### src/rtl/host_frame_tx.sv
// host_frame_tx: host-side frame driver and response collector.
// Accepts a 64-bit request on a valid/ready handshake and sends one frame on rxd/rxd_v:
// a header byte followed by the 8 request bytes, most significant byte first.
// Response bytes on txd/tx_en are shifted into rsp_data. The transaction ends with a
// rsp_valid pulse, or with a rsp_timeout pulse if the response never completes.
// Build option: define HOST_FRAME_CHKSUM_EN to append a checksum byte after the data
// bytes. The checksum is the 8-bit sum of the 8 data bytes; the header is not included.
`timescale 1ns/1ps
module host_frame_tx #(
  parameter logic [7:0] HDR_BYTE  = 8'h55,
  parameter int         GAP_CYC   = 0,
  parameter int         RSP_BYTES = 8,
  parameter int         TIMEOUT   = 256
) (
  input  logic        clk,
  input  logic        rst_n,
  input  logic [63:0] req_data,
  input  logic        req_valid,
  output logic        req_ready,
  output logic [7:0]  rxd,
  output logic        rxd_v,
  input  logic [7:0]  txd,
  input  logic        tx_en,
  output logic [63:0] rsp_data,
  output logic        rsp_valid,
  output logic        rsp_timeout,
  output logic        busy
);

  localparam int         TW       = (TIMEOUT > 1) ? $clog2(TIMEOUT + 1) : 1;
  localparam logic [3:0] RSP_N    = 4'(RSP_BYTES);
  localparam logic [3:0] GAP_LAST = 4'((GAP_CYC > 0) ? GAP_CYC - 1 : 0);

  typedef enum logic [2:0] {
    S_IDLE = 3'd0,
    S_HDR  = 3'd1,
    S_DATA = 3'd2,
`ifdef HOST_FRAME_CHKSUM_EN
    S_CSUM = 3'd3,
`endif
    S_GAP  = 3'd4,
    S_WAIT = 3'd5
  } state_t;

  state_t        state_reg, state_next;
  logic [63:0]   shift_reg;       // remaining data bytes, next one in [63:56]
  logic [3:0]    byte_cnt_reg;    // data bytes already sent, 0..8
  logic [3:0]    gap_cnt_reg;     // idle cycles spent in the current gap
  logic [3:0]    rsp_cnt_reg;     // response bytes collected
  logic [TW-1:0] timer_reg;       // cycles spent in WAIT
  logic [63:0]   rsp_reg;
  logic          rsp_valid_reg, rsp_timeout_reg;
`ifdef HOST_FRAME_CHKSUM_EN
  logic [7:0]    sum_reg;         // running sum of the data bytes sent so far
`endif

  logic accept, capture, complete, expire;
  logic valid_next, timeout_next;

  assign accept   = req_valid && req_ready;
  // The collection window opens the cycle after the header and closes in IDLE.
  assign capture  = tx_en && (state_reg != S_IDLE) && (state_reg != S_HDR) && (rsp_cnt_reg < RSP_N);
  // A byte arriving in this cycle counts, so a last byte on the expiry cycle still completes.
  assign complete = ((rsp_cnt_reg + {3'b000, capture}) == RSP_N);
  // Decided one cycle early, so the registered pulse lands in the cycle the timer reads TIMEOUT-1.
  assign expire   = (int'(timer_reg) + 2 >= TIMEOUT);

  assign rsp_data    = rsp_reg;
  assign rsp_valid   = rsp_valid_reg;
  assign rsp_timeout = rsp_timeout_reg;

  // State register.
  always_ff @(posedge clk) begin
    if (!rst_n) state_reg <= S_IDLE;
    else        state_reg <= state_next;
  end

  // Next-state logic, byte output mux and handshake outputs.
  always_comb begin
    state_next   = state_reg;
    req_ready    = 1'b0;
    busy         = 1'b1;
    rxd_v        = 1'b0;
    rxd          = 8'h00;
    valid_next   = 1'b0;
    timeout_next = 1'b0;
    case (state_reg)
      S_IDLE: begin
        req_ready = 1'b1;
        busy      = 1'b0;
        if (req_valid) state_next = S_HDR;
      end
      S_HDR: begin
        rxd_v      = 1'b1;
        rxd        = HDR_BYTE;
        state_next = (GAP_CYC > 0) ? S_GAP : S_DATA;
      end
      S_DATA: begin
        rxd_v = 1'b1;
        rxd   = shift_reg[63:56];
        if (byte_cnt_reg == 4'd7) begin
`ifdef HOST_FRAME_CHKSUM_EN
          state_next = (GAP_CYC > 0) ? S_GAP : S_CSUM;
`else
          state_next = S_WAIT;
`endif
        end else begin
          state_next = (GAP_CYC > 0) ? S_GAP : S_DATA;
        end
      end
`ifdef HOST_FRAME_CHKSUM_EN
      S_CSUM: begin
        rxd_v      = 1'b1;
        rxd        = sum_reg;
        state_next = S_WAIT;
      end
`endif
      S_GAP: begin
        if (gap_cnt_reg == GAP_LAST) begin
`ifdef HOST_FRAME_CHKSUM_EN
          state_next = (byte_cnt_reg == 4'd8) ? S_CSUM : S_DATA;
`else
          state_next = S_DATA;
`endif
        end
      end
      S_WAIT: begin
        if (complete) begin
          valid_next = 1'b1;
          state_next = S_IDLE;
        end else if (expire) begin
          timeout_next = 1'b1;
          state_next   = S_IDLE;
        end
      end
      default: state_next = S_IDLE;
    endcase
  end

  // Request latch, byte sequencing, response shift register, timer and result pulses.
  always_ff @(posedge clk) begin
    if (!rst_n) begin
      shift_reg       <= '0;
      byte_cnt_reg    <= '0;
      gap_cnt_reg     <= '0;
      rsp_cnt_reg     <= '0;
      timer_reg       <= '0;
      rsp_reg         <= '0;
      rsp_valid_reg   <= 1'b0;
      rsp_timeout_reg <= 1'b0;
`ifdef HOST_FRAME_CHKSUM_EN
      sum_reg         <= '0;
`endif
    end else begin
      if (accept) begin
        shift_reg    <= req_data;
        byte_cnt_reg <= '0;
        rsp_cnt_reg  <= '0;
        rsp_reg      <= '0;
`ifdef HOST_FRAME_CHKSUM_EN
        sum_reg      <= '0;
`endif
      end else if (state_reg == S_DATA) begin
        shift_reg <= {shift_reg[55:0], 8'h00};
        if (byte_cnt_reg != 4'd8) byte_cnt_reg <= byte_cnt_reg + 4'd1;
`ifdef HOST_FRAME_CHKSUM_EN
        sum_reg   <= sum_reg + shift_reg[63:56];
`endif
      end
      if (capture) begin
        rsp_reg     <= {rsp_reg[55:0], txd};
        rsp_cnt_reg <= rsp_cnt_reg + 4'd1;
      end
      if (state_reg != S_GAP)        gap_cnt_reg <= '0;
      else if (gap_cnt_reg != 4'hF)  gap_cnt_reg <= gap_cnt_reg + 4'd1;
      if (state_reg != S_WAIT)              timer_reg <= '0;
      else if (int'(timer_reg) < TIMEOUT)   timer_reg <= timer_reg + 1'b1;
      rsp_valid_reg   <= valid_next;
      rsp_timeout_reg <= timeout_next;
    end
  end

endmodule

### config.mk
export PLATFORM = sky130hd
export DESIGN_NAME = host_frame_tx
export DESIGN_NICKNAME = d
export VERILOG_FILES = /design/src/rtl/host_frame_tx.sv
export SDC_FILE = /design/constraint.sdc
export NUM_CORES = 1
export LEC_CHECK = 0
export ABC_CLOCK_PERIOD_IN_PS = 4690
export CAP_MARGIN = 20
export CELL_PAD_IN_SITES_DETAIL_PLACEMENT = 0
export CELL_PAD_IN_SITES_GLOBAL_PLACEMENT = 1
export CORE_ASPECT_RATIO = 1.4
export CORE_MARGIN = 5
export CORE_UTILIZATION = 40
export DETAILED_ROUTE_END_ITERATION = 8
export PLACE_DENSITY = 0.95
export SYNTH_ARGS = -nofsm -noshare
export SYNTH_HDL_FRONTEND = slang
export SYNTH_SLANG_ARGS = --single-unit
### constraint.sdc
create_clock -name clk -period 4.69 [get_ports clk]
set_input_delay 0.7035 -clock clk [delete_from_list [all_inputs] [get_ports clk]]
set_output_delay 0.7035 -clock clk [all_outputs]
set_load 0.01 [all_outputs]
Yosys cells after proc, flatten, opt, wreduce, memory -nomap -nowiden:

Index checks and enable logic that the tools add are counted.
Widths: inputs -> output; s select.

* $add $sub $neg: 6
* muxes and demuxes: 18
* multiply operators: 0
* bitwise gates (word level): 2
* magnitude comparators: 3
* shift operators: 0
* reduce and logical (&&, ||, !) cells: 17
* div/mod/pow operators: 0
* equality and inequality tests: 14

Operators with widths (number)
* $mux 64: 4
* $pmux 8 s2: 1
* $mux 3: 5
* $pmux 3 s5: 1
* $add 4x1->4 const B: 3
* $add 9x2->10 const B: 1
* $ge 10x9->1 const B: 1
* $add 9x1->9 const B: 1
* $lt 9x9->1 const B: 1
* $ne 3x3->1 const B: 3
* $mux 4: 2
* $ne 4x4->1 const B: 2
* $reduce_or 2->1: 4
* $eq 3x3->1 const B: 2
* $mux 1: 5
* $add 4x1->4: 1
* $eq 4x3->1 const B: 1
* $eq 4x4->1 const B: 1
* $logic_and 1x1->1: 4
* $logic_not 4->1: 1
* $lt 4x4->1 const B: 1
* $ne 2x2->1 const B: 2
* $reduce_and 2->1: 2
* $reduce_bool 2->1: 2
* other kinds (8): 9

* RAM bits: 0
* memories: 0
* bits in registers: 154
* output and inout bits: 77
* logic and storage cells: 69
* bits in latches: 0
* input bits: 76
* memory bits (read-only): 0

Longest topological paths before layout:

* word-level depth: 8
* depth in mapped cells: 9

Worst setup path before layout:

No wires, ideal clock.

* kind: in2reg
* start: input port tx_en
* end: register rsp_valid_reg (netlist: rsp_valid)
* required time: 4.629 ns
* path slack: 2.244 ns
* arrival time: 2.385 ns
* path buffers: 0
* cell stages on the path: 7
* cells stage by stage: nor3b_2 > ha_1 > ha_1 > nand4_1 > or4b_2 > o21ai_0 > and4_1

* cells in the longest elaborated chain, start to end: 6

Ends and longest elaborated chain
* start, declared: line 23 `input logic tx_en,`
* $logic_and 1x1->1 (3 in a row): line 62 `assign capture = tx_en && (state_reg != S_IDLE) && (state_reg != S_HDR) && (rsp_cnt_reg < RSP_N);`
* $add 4x1->4: line 64 `assign complete = ((rsp_cnt_reg + {3'b000, capture}) == RSP_N);`
* $eq 4x4->1: line 64
* $mux 1: line 128 `if (complete) begin`
* end signal, assigned: line 178 `rsp_valid_reg <= valid_next;`
* end, declared: line 52 `logic rsp_valid_reg, rsp_timeout_reg;`

No other way between the ends.
A chain may end at the register's enable or synchronous reset.

Final worst setup path:

* start: register state_reg[2]
* end: output port rxd[7]

* cells in the longest elaborated chain, start to end: 2
* elaborated cells between the ends (all ways): 3

Ends and longest elaborated chain
* start, declared: line 45 `state_t state_reg, state_next;`
* start signal, assigned: line 75 `else state_reg <= state_next;`
* $eq 3x2->1 / $eq 3x1->1 (equally long branches): line 87 `case (state_reg)`
* $pmux 8 s2 *: line 87
* end, declared: line 20 `output logic [7:0] rxd,`

Every way passes the cells marked *; elsewhere a longest branch is shown, timed or not.

==> key figures <==
CTS
  • Post-CTS Repair Setup Buffers: 0
  • Post-cts repair resize count: 0
  • CTS clk-pin slew, worst paths: 0.06 ns
  • CTS Sinks: about 150
  • TritonCTS Buffers: 17
  • CTS tree: built
  • Htree depth: 4
  • Bufs on Longest Clock Path: 2
  • Cts hold-fix bufs: 0
  • Root Driver: clkbuf_16
  • Clock latency on the worst-skew pair: a little over 0.4 ns

Hold path
  • Worst hold path stage count: 2
  • Worst Hold Class: reg2reg
  • Hold path startpoint: shift_reg[61]
  • Hold endpoint: shift_reg[61]

Placement
  • Final GP Congestion: 0.7850
  • Dpl cells: just under 900
  • Buffers on Ports: about 150
  • Post-DP HPWL: 10.36 mm
  • Pre-CTS setup slack: between 1 and 1.5 ns

Synth
  • Seq/Total Area, Yosys: 0.5191
  • #FFs+latches synth: between 150 and 200
  • Yosys top cell by area: dfxtp_1
  • Synth Area in Adders: 0.01896
  • Post-Synthesis Cells: roughly 590
  • Syn avg cell area: around 10 µm²
  • Synth area leaders: dfxtp_1, a22o_1, a22oi_1
  • Syn Nets: between 600 and 700
  • Synth warnings: 0
  • Yosys cell types: 42
  • EDFF count, synth: 0
  • Mapped Area: between 5000 and 6000 µm²
  • Synth top area share: 0.5191
  • Main combinational cell family by area after synthesis: compound AO/OA/AOI/OAI gates
  • Post-synthesis mux area share: 0.003371
  • Top FF cell, synth: dfxtp_1
  • Synth Area in Compound Gates: 0.2758
  • Async S/R FF share, synth: 0
  • Synth Area in XOR/XNOR: 0.01475
  • Post-synthesis simple-gate area fraction: 0.1201

STA
  • Setup TNS: 0 ns
  • Max Clock Skew: slightly below 0.01 ns
  • Final Max Tran Viols: 0
  • Worst rel slew slack: 0.5347
  • Final setup fails: 0
  • Worst-margin pin slew: roughly 0.7 ns
  • Final Hold Fails: 0
  • Min Tclk post-route: about 3.1 ns
  • Fmax: 318.4 MHz
  • Final WS setup: around 1.5 ns
  • RSZ-0062 raised after global routing: false
  • Final period util: 0.6696

Die
  • Row count: 52
  • Core area: about 15000 µm²
  • Die area: 17420 µm²
  • Die width: ~110 µm
  • IO Count: 153
  • Initial Utilization: 0.4094
  • Die height: about 150 µm

Worst setup path
  • Crit path largest cell delay: 0.54 ns
  • Startpoint Class: flop
  • Reg2reg setup slack: roughly 1.6 ns
  • Crit-path cells: nor3b_2 -> buf_4 -> and2_1 -> clkdlybuf4s50_1
  • R2r worst-path depth: 8
  • Endpoint of the worst register-to-register path: state_reg[0]
  • Critical path peak fanout: 47
  • CP arrival: around 2.4 ns
  • WP data required: between 3 and 4 ns
  • Crit Path Class: reg2out
  • Crit path max-delay cell type: clkdlybuf4s50_1
  • Crit path capture type: primary output
  • Reg2reg start: state_reg[2]

Finish
  • Share of post-route cells with drive strength above 1: 0.07094
  • Number of diodes: 0
  • Area Growth Syn to Fin: 36.74%
  • Final #Nets: roughly 800
  • Multi-input logic area: roughly 2600 µm²
  • Fin cells: a little over 900
  • Fillcell total: roughly 1200
  • Reg area: a little over 3000 µm²

Pwr
  • Switch Pwr: slightly below 0.8 mW
  • Pleak: ~3 nW
  • Internal Power: 2.274 mW
  • Flop pwr share: 0.456
  • Combinational Power Share: 0.102
  • Clk network pwr share: 0.443
  • PwrDens: between 300 and 400 nW/µm²
  • Peak supply drop: 168.2 µV
  • Net Sw Frac: 0.2548

GRT
  • All-layer global routing usage: 0.1651
  • Total grt overflow: 0
  • Vias in the first global route: between 4000 and 5000
  • Largest net degree at the start of global routing: 74
  • Initial antenna violation count: 0
  • First-pass GRT wire length: 23.56 mm

Job
  • Maxcap violations: 0

Detailed routing
  • Drt first pass iters: 4
  • Routed length per placed instance: around 16 µm
  • Initial DRC Count: a little over 300
  • Via density: approximately 5.3
  • Post-DRT Antenna Nets: 0
  • Drt total wl: roughly 15 mm
  • DR vias: between 4000 and 5000
  • # DRC: 0

Run status
  • Outcome: finished clean
## metal layers
metal / GRT usage / wire [µm]
met1: 0.1884 / 6037
met2: 0.2977 / 7787
met3: 0.03675 / 639
met4: 0.06243 / 313
met5: 0 / 0
## placed cells by master, fill, tap and decap left out, types with 4 or more instances in the layout
cell type | netlist | layout
a21boi_0 | 52 | 52
a21boi_1 | 14 | 14
a21oi_1 | 10 | 10
a22o_1 | 65 | 65
a22oi_1 | 56 | 56
and2_1 | 4 | 4
buf_4 | 0 | 6
clkbuf_16 | 0 | 17
clkdlybuf4s50_1 | 0 | 151
dfxtp_1 | 154 | 154
ha_1 | 9 | 9
inv_1 | 6 | 6
inv_6 | 0 | 7
nand2_1 | 71 | 71
nand3_1 | 16 | 16
nand4_1 | 4 | 4
nor2_1 | 26 | 25
nor3_1 | 5 | 5
o21ai_0 | 7 | 7
xnor2_1 | 5 | 5
xor2_1 | 5 | 5
## synth_stat cells, drive strengths merged (2+ instances only)
library cell,instances
clkbuf,26
dfxtp,154
nor3b,2
ha,9
nor2b,3
or3b,2
nor2,27
a22o,65
nand3b,3
buf,23
nand4,4
mux2i,2
xnor2,5
or3,3
a41oi,2
inv,6
nand2,72
a21oi,10
a22oi,56
and4,2
o21ai,7
nand3,16
or4b,2
nor4bb,2
xor2,5
nor3,5
a21boi,66
and2,4
## worst max-delay path, delay by kind of cell (launching register included)
| family | cells | cell delay [ns] |
|---|---|---|
| buffers and inverters | 2 | 0.99 |
| and+or+nand+nor | 2 | 0.51 |
| DFF | 1 | 0.50 |
## power groups by stage
stage	Sequential (mW)	Combinational, mW	Clock [mW]
after global placement	1.42	0.298	0
after floorplan	1.41	0.193	0
after detailed placement	1.42	0.311	0
after global routing	1.40	0.342	1.44
after CTS	1.39	0.312	1.38
final	1.39	0.310	1.35
## cells by family (layout without fill, tap and decap cells)
group	count (synthesis)	count (layout)
AOI/OAI and AO/OA	212	212
xor gates and xnor gates	10	10
adders and majority gates	9	9
buffers and inverters	55	197
DFF	154	154
muxes	2	2
and+or+nand+nor	149	149
## worst max-delay path by stage
stage                 start      endpoint  slack [ns]  cells past startpoint
2_1_floorplan         tx_en     rsp_valid        2.24                      7
3_3_place_gp          tx_en     rsp_valid        1.57                      8
3_5_place_dp          tx_en  state_reg[0]        1.42                      8
4_1_cts        state_reg[2]        rxd[7]        1.53                      4
5_1_grt        state_reg[2]        rxd[7]        1.39                      4
6_report       state_reg[2]        rxd[7]        1.55                      4
## cell type report
cell class / count / area share
flip-flops and latches: 154 / 0.3796
multi-input cells: 382 / 0.3214
repair buffers: 159 / 0.1947
clock buffers: 18 / 0.05407
well taps: 189 / 0.02912
clock inverters: 14 / 0.01833
inverters: 6 / 0.002773
## per-stage QoR
| stage | cell area, µm² | util | hold slack, ns | power (mW) |
|---|---|---|---|---|
| after floorplan | 5939 | - | 0.4305 | 1.601 |
| after global placement | 7513 | 0.5179 | 0.4405 | 1.715 |
| after detailed placement | 7533 | 0.5192 | 0.4435 | 1.730 |
| after CTS | 8122 | 0.5598 | 0.4522 | 3.077 |
| after global routing | 8122 | 0.5598 | 0.4817 | 3.172 |
| final | 8122 | 0.5598 | 0.4492 | 3.051 |
Power figures use the tool's default switching activity.
